## src/rtl/i2s_transmitter.sv

```systemverilog
// I2S transmitter: serialises one stereo sample pair per sample strobe as a
// 2*DATA_WIDTH+1 slot frame (left then right, MSB first, one-bit I2S delay).
module i2s_transmitter #(
    parameter int DATA_WIDTH = 16,
    parameter int CLK_DIV    = 2
) (
    input  logic                  clk,
    input  logic                  rst,
    input  logic                  sample_valid,
    input  logic [DATA_WIDTH-1:0] left_in,
    input  logic [DATA_WIDTH-1:0] right_in,
    output logic                  bclk,
    output logic                  lrclk,
    output logic                  sdata,
    output logic                  busy,
    output logic                  overrun
);

    localparam int FRAME_W = 2 * DATA_WIDTH;
    localparam int DIV_W   = (CLK_DIV > 1) ? $clog2(CLK_DIV) : 1;
    localparam int SLOT_W  = $clog2(FRAME_W + 1);

    localparam logic [DIV_W-1:0]  DIV_LAST   = DIV_W'(CLK_DIV - 1);
    localparam logic [SLOT_W-1:0] SLOT_LAST  = SLOT_W'(FRAME_W);
    localparam logic [SLOT_W-1:0] SLOT_RIGHT = SLOT_W'(DATA_WIDTH);

    typedef enum logic {
        IDLE,
        SHIFT
    } state_t;

    state_t              state, state_d;
    logic [DIV_W-1:0]    div_cnt, div_cnt_d;
    logic [SLOT_W-1:0]   slot_cnt, slot_cnt_d, slot_inc;
    logic [FRAME_W-1:0]  shreg, shreg_d;
    logic                bclk_d, lrclk_d, sdata_d, overrun_d;

    assign busy = (state == SHIFT);

    always_comb begin
        // NOTE: every signal gets a default first so no path can infer a latch.
        state_d    = state;
        div_cnt_d  = div_cnt;
        slot_cnt_d = slot_cnt;
        shreg_d    = shreg;
        bclk_d     = bclk;
        lrclk_d    = lrclk;
        sdata_d    = sdata;
        slot_inc   = slot_cnt + 1'b1;
        overrun_d  = sample_valid && (state == SHIFT);

        case (state)
            IDLE: begin
                if (sample_valid) begin
                    state_d    = SHIFT;
                    shreg_d    = {left_in, right_in};
                    div_cnt_d  = '0;
                    slot_cnt_d = '0;
                    bclk_d     = 1'b0;
                    lrclk_d    = 1'b0;
                    sdata_d    = 1'b0;
                end
            end
            SHIFT: begin
                if (div_cnt != DIV_LAST) begin
                    div_cnt_d = div_cnt + 1'b1;
                end else begin
                    div_cnt_d = '0;
                    if (!bclk) begin
                        bclk_d = 1'b1;
                    end else if (slot_cnt == SLOT_LAST) begin
                        // End of the trailing slot: drop everything back to idle.
                        state_d    = IDLE;
                        bclk_d     = 1'b0;
                        lrclk_d    = 1'b0;
                        sdata_d    = 1'b0;
                        slot_cnt_d = '0;
                        shreg_d    = '0;
                    end else begin
                        // Falling bclk opens the next slot; lrclk/sdata move only here.
                        bclk_d     = 1'b0;
                        slot_cnt_d = slot_inc;
                        lrclk_d    = (slot_inc >= SLOT_RIGHT) && (slot_inc != SLOT_LAST);
                        sdata_d    = shreg[FRAME_W-1];
                        shreg_d    = {shreg[FRAME_W-2:0], 1'b0};
                    end
                end
            end
            default: state_d = IDLE;
        endcase
    end

    // NOTE: sequential state uses non-blocking assignments so all flops update together.
    always_ff @(posedge clk or negedge rst) begin
        if (!rst) begin
            state    <= IDLE;
            div_cnt  <= '0;
            slot_cnt <= '0;
            shreg    <= '0;
            bclk     <= 1'b0;
            lrclk    <= 1'b0;
            sdata    <= 1'b0;
            overrun  <= 1'b0;
        end else begin
            state    <= state_d;
            div_cnt  <= div_cnt_d;
            slot_cnt <= slot_cnt_d;
            shreg    <= shreg_d;
            bclk     <= bclk_d;
            lrclk    <= lrclk_d;
            sdata    <= sdata_d;
            overrun  <= overrun_d;
        end
    end

endmodule

```

## config.mk

```make
export PLATFORM = sky130hd
export DESIGN_NAME = i2s_transmitter
export DESIGN_NICKNAME = d
export VERILOG_FILES = /design/src/rtl/i2s_transmitter.sv
export SDC_FILE = /design/constraint.sdc
export NUM_CORES = 1
export LEC_CHECK = 0
export CAP_MARGIN = 25
export CORE_MARGIN = 2
export CORE_UTILIZATION = 53
export DETAILED_ROUTE_END_ITERATION = 12
export PLACE_DENSITY = 0.82
export SLEW_MARGIN = 20
export SYNTH_ARGS = -nofsm -noshare
export SYNTH_HDL_FRONTEND = slang
export SYNTH_SLANG_ARGS = --single-unit
export TNS_END_PERCENT = 50
```

## constraint.sdc

```tcl
create_clock -name clk -period 4.1 [get_ports clk]
set_input_delay 0.41 -clock clk [delete_from_list [all_inputs] [get_ports clk]]
set_output_delay 0.41 -clock clk [all_outputs]
set_load 0.05 [all_outputs]
```

## Yosys cells after proc, flatten, opt, wreduce, memory -nomap -nowiden

Cells that the tools add are included.

| word-level totals | value |
|---|---|
| register bits | 44 |
| output and inout port bits | 5 |

| operators by class | value |
|---|---|
| $add $sub $neg | 2 |
| magnitude comparators | 1 |
| equality and inequality tests | 5 |
| mux-type cells | 29 |
| bitwise operators | 1 |
| reduce and logical (&&, ||, !) cells | 4 |

Operators with widths:

| cell | number |
|---|---|
| 32-bit 2-to-1 mux | 4 |
| 32-bit one-hot mux with 2 select lines | 1 |
| 6-bit 2-to-1 mux | 4 |
| 1-bit 2-to-1 mux | 14 |
| 6-bit one-hot mux with 2 select lines | 1 |
| 1-bit one-hot mux with 2 select lines | 5 |
| 6-bit by 1-bit adder with 6-bit output, second input constant | 1 |
| 6-bit equality test, second input constant | 1 |
| 6-bit by 5-bit greater-or-equal comparator with 1-bit output, second input constant | 1 |
| 6-bit inequality test, second input constant | 1 |
| 2-bit inequality test, second input constant | 2 |
| 3-bit AND reduction | 1 |
| 1-bit logical AND | 2 |
| 2-bit by 1-bit inequality test with 1-bit output, second input constant | 1 |
| 2-bit AND reduction | 1 |
| 1-bit adder, second input constant | 1 |
| 1-bit NOT | 1 |

## Depth between registers and ports, before layout

| depth | value |
|---|---|
| word-level depth | 7 |
| mapped depth | 8 |
| mapped depth without buffers | 6 |

## Worst setup path before layout

OpenSTA, ideal clock, no wires.

| timing | value |
|---|---|
| path type | register -> register |
| start | reg bclk |
| end | reg shreg[10] |
| library setup time | 127 ps |
| arrival | 1676 ps |
| required time | 3973 ps |
| setup slack | 2297 ps |
| stages on the path, launching flop included | 8 |
| path buffers | 3 |
| period minus slack after synthesis | 1803 ps |
| cells stage by stage | dfrtp_1 > and3_1 > buf_2 > o41a_1 > buf_6 > buf_6 > a222oi_1 > inv_1 |

| on the way | value |
|---|---|
| word-level cells in the longest chain between the ends | 2 |

RTL lines:

| what | line | source |
|---|---|---|
| from (decl) | 12 | `output logic bclk,` |
| from (signal assigned) | 109 | `bclk <= bclk_d;` |
| 2-bit inequality test (no source line) | - |  |
| 3-bit AND reduction (no source line) | - |  |
| to (signal assigned) | 108 | `shreg <= shreg_d;` |
| to (decl) | 35 | `logic [FRAME_W-1:0] shreg, shreg_d;` |

Every way passes these cells.
A chain may end at the register's enable or synchronous reset.

## Worst setup path in the final report

| timing | value |
|---|---|
| start | in sample_valid |
| end | reg shreg[8] |

| on the way | value |
|---|---|
| word-level cells in the longest chain between the ends | 2 |

RTL lines:

| what | line | source |
|---|---|---|
| from (decl) | 9 | `input logic sample_valid,` |
| 2-bit inequality test (no source line) | - |  |
| 3-bit AND reduction (no source line) | - |  |

Every way passes these cells.

==> out/qor.txt <==
Cells after Synth: 171
Starting DRT DRC Count: 241
Hold_ws: 0.0313 ns
Final Setup Violations: 0
Largest net degree at the start of global routing: 45
Library cells used by synthesis: 30
Routed len/inst: 16.1 µm
Final Skew: 0.00876 ns
Post-route insts no fill: 255
Worst Max-Slew Pin Slew: 0.611 ns
Slew Limit Headroom: 59.2%
Reg clk slew, reported paths: 0.08 ns
Total power: 1560 µW
CP startpoint kind: input port
Critical Path Fanout Max: 33
RSZ-0062 raised after global routing: no
Mux contribution to synthesized area: 1.16%
Vias: 1,530
Nets@finish: 244
Die area: 4170 µm²
Root buffer cell: clkbuf_8
Reg-to-reg endpoint: shreg[23]
Leakage: 0.00126 µW
Reg2reg path depth: 7
Power Density: 641 nW/µm²
Die width: 64.6 µm
Reg-to-reg slack, setup: 2.03 ns
Synth Area in XOR/XNOR: 1.35%
Power share of the clock group: 16.7%
Crit Path Class: input port to flip-flop
Clk_lat worst skew: 0.30 ns
Core region area: 3610 µm²
CP required: 4.28 ns
Syn Std Cell Area: 1940 µm²
Boundary pin count: 40
First-pass GRT wire length: 6710 µm
Combinational share of power: 37.3%
Switching part of the total power: 38.2%
Initial Util: 53.9%
Fmax: 461 MHz
Crit end category: flip-flop
CTS Hold Bufs: 0
GPL Wtd Cong: 0.804
CTS Buf Count: 5
Layout filler cell count: 286
Int Pwr: 963 µW
# rows: 22
Initial antenna violation count: 0
Fin crit period: 2.17 ns
Crit path DAT: 2.35 ns
Synth area leader: dfrtp_1
Buffers on Ports: 39
Simple-gate share of the synthesized area: 7.21%
Area growth, synth to finish: 24.9%
Area contributors post-synth: dfrtp_1, a222oi_1, inv_1
Largest family of logic cells by synthesized area: compound AO/OA/AOI/OAI gates
Period utilisation layout: 52.9%
Die extent in y: 64.6 µm
Synth Area in Adders: 1.29%
Place WS: 1.64 ns
CTS tree: done
Reg-to-reg startpoint: slot_cnt[0]
Vias in the first global route: 1,480
# Post-CTS Setup Buffers: 0
Total gr overflow: 0
Sw Pwr: 595 µW
Top-area cell type share of the netlist area: 56.6%
Global-route usage over all layers: 21.3%
Register bit total from synthesis: 44
Final wirelength: 4110 µm
Max_cap viols: 0
Seq/Total Area, Yosys: 56.6%
Main synth FF type: dfrtp_1
Synth Area in Compound Gates: 21.3%
Hold Fails Final Rpt: 0
# DRC: 0
Mean Syn Cell Area: 11.4 µm²
Fraction of layout cells with a size suffix above 1: 7.73%
Post-DRT Antenna Nets: 0
Synth warn: 0
Avg Vias per Cell: 6.00
Status: finished clean
Register area: 1100 µm²
DPL Wire Length: 2840 µm
Total clock sinks: 44
H-tree Lvls: 2
Sequential share of power: 46.0%
Antenna diode count: 0
Net count after synthesis: 208
Count of flip-flops with a built-in enable after synthesis: 0
Setup ws final: 1.93 ns
Ys async rst share: 100%
First-pass detailed-route iteration total: 7
Longest Clk Path Bufs: 2
Max Transition Viols Final: 0
Post-cts repair resize count: 0
Inst Count DP: 247
Setup TNS: 0 ns
Max VDD drop: 388 µV
Worst min-delay path class: input port to async pin
Multi-input gate area: 631 µm²
## through the flow
stage               instance area (µm²)  util, %
finish                             2430     67.3
global route                       2430     67.3
CTS                                2410     66.8
detailed placement                 2330     64.5
global placement                   2310     64.1
floorplan                          1940        -
## worst max path at each step
stage	slack [ns]	cells after the start	endpoint	startpoint
after floorplan	2.30	7	shreg[10]	bclk
after global placement	1.70	7	shreg[15]	sample_valid
after detailed placement	1.64	7	shreg[7]	sample_valid
after CTS	1.95	1	busy	busy
after global routing	1.75	7	shreg[14]	sample_valid
final	1.93	7	shreg[8]	sample_valid
## cells in the mapped netlist (2+ instances only)
master	number
a222oi_1	30
a22o_1	3
buf_2	4
buf_6	5
clkbuf_1	5
dfrtp_1	44
ha_1	2
inv_1	32
mux2_2	2
nand2_1	8
nand3_1	7
nor2_1	4
nor2b_1	2
o211ai_1	3
o21ai_0	4
xor2_1	2
## final cells by class
| cell class | count | area share [%] |
|---|---|---|
| flip-flops and latches | 44 | 45.3 |
| repair buffers | 43 | 17.9 |
| clock buffers | 5 | 2.83 |
| well taps | 48 | 2.47 |
| inverters | 32 | 4.95 |
| multi-input cells | 81 | 26.0 |
| clock inverters | 2 | 0.515 |
## flip-flops by register name, summed over array words and instances, names as in the netlist
name and flops:
bclk 1, busy 1, div_cnt 1, lrclk 1, overrun 1, sdata 1, shreg 32, slot_cnt 6
## power by group through the flow
stage	registers, µW	clock network (µW)	logic, µW
after floorplan	729	0	425
after global placement	706	0	535
after detailed placement	719	0	576
after CTS	712	263	579
after global routing	735	283	645
final	716	261	580
## worst max-delay path: stages
cell and delay [ns]:
clkdlybuf4s50_1 0.53, nor2b_2 0.15, buf_4 0.33, nor2_2 0.21, buf_4 0.26, a222oi_1 0.38, inv_1 0.07
## placed cells by master, fill, tap and decap left out, types with 2 or more instances in the layout
master,netlist,routed
a222oi_1,30,30
a22o_1,3,3
buf_4,0,2
clkbuf_8,0,5
clkdlybuf4s50_1,0,38
dfrtp_1,44,44
ha_1,2,2
inv_1,32,32
mux2_2,2,2
nand2_1,8,8
nand3_1,7,7
nor2_1,4,4
o211ai_1,3,3
o21ai_0,4,4
xor2_1,2,2
## routing by layer
| metal | GRT usage, % | vias up | share of wire [%] |
|---|---|---|---|
| li1 | - | 704 | - |
| met4 | 6.12 | 0 | 1.2 |
| met5 | 0 | - | 0 |
| met1 | 25.5 | 777 | 40 |
| met2 | 37.4 | 42 | 54 |
| met3 | 6.42 | 7 | 4.4 |
## cell families after synthesis
kind of cell               count (synthesis)
xor gates and xnor gates                   3
AOI/OAI and AO/OA                         46
and+or+nand+nor                           28
DFF                                       44
muxes                                      2
adders and majority gates                  2
buffers and inverters                     46
Power figures use the tool's default switching activity.
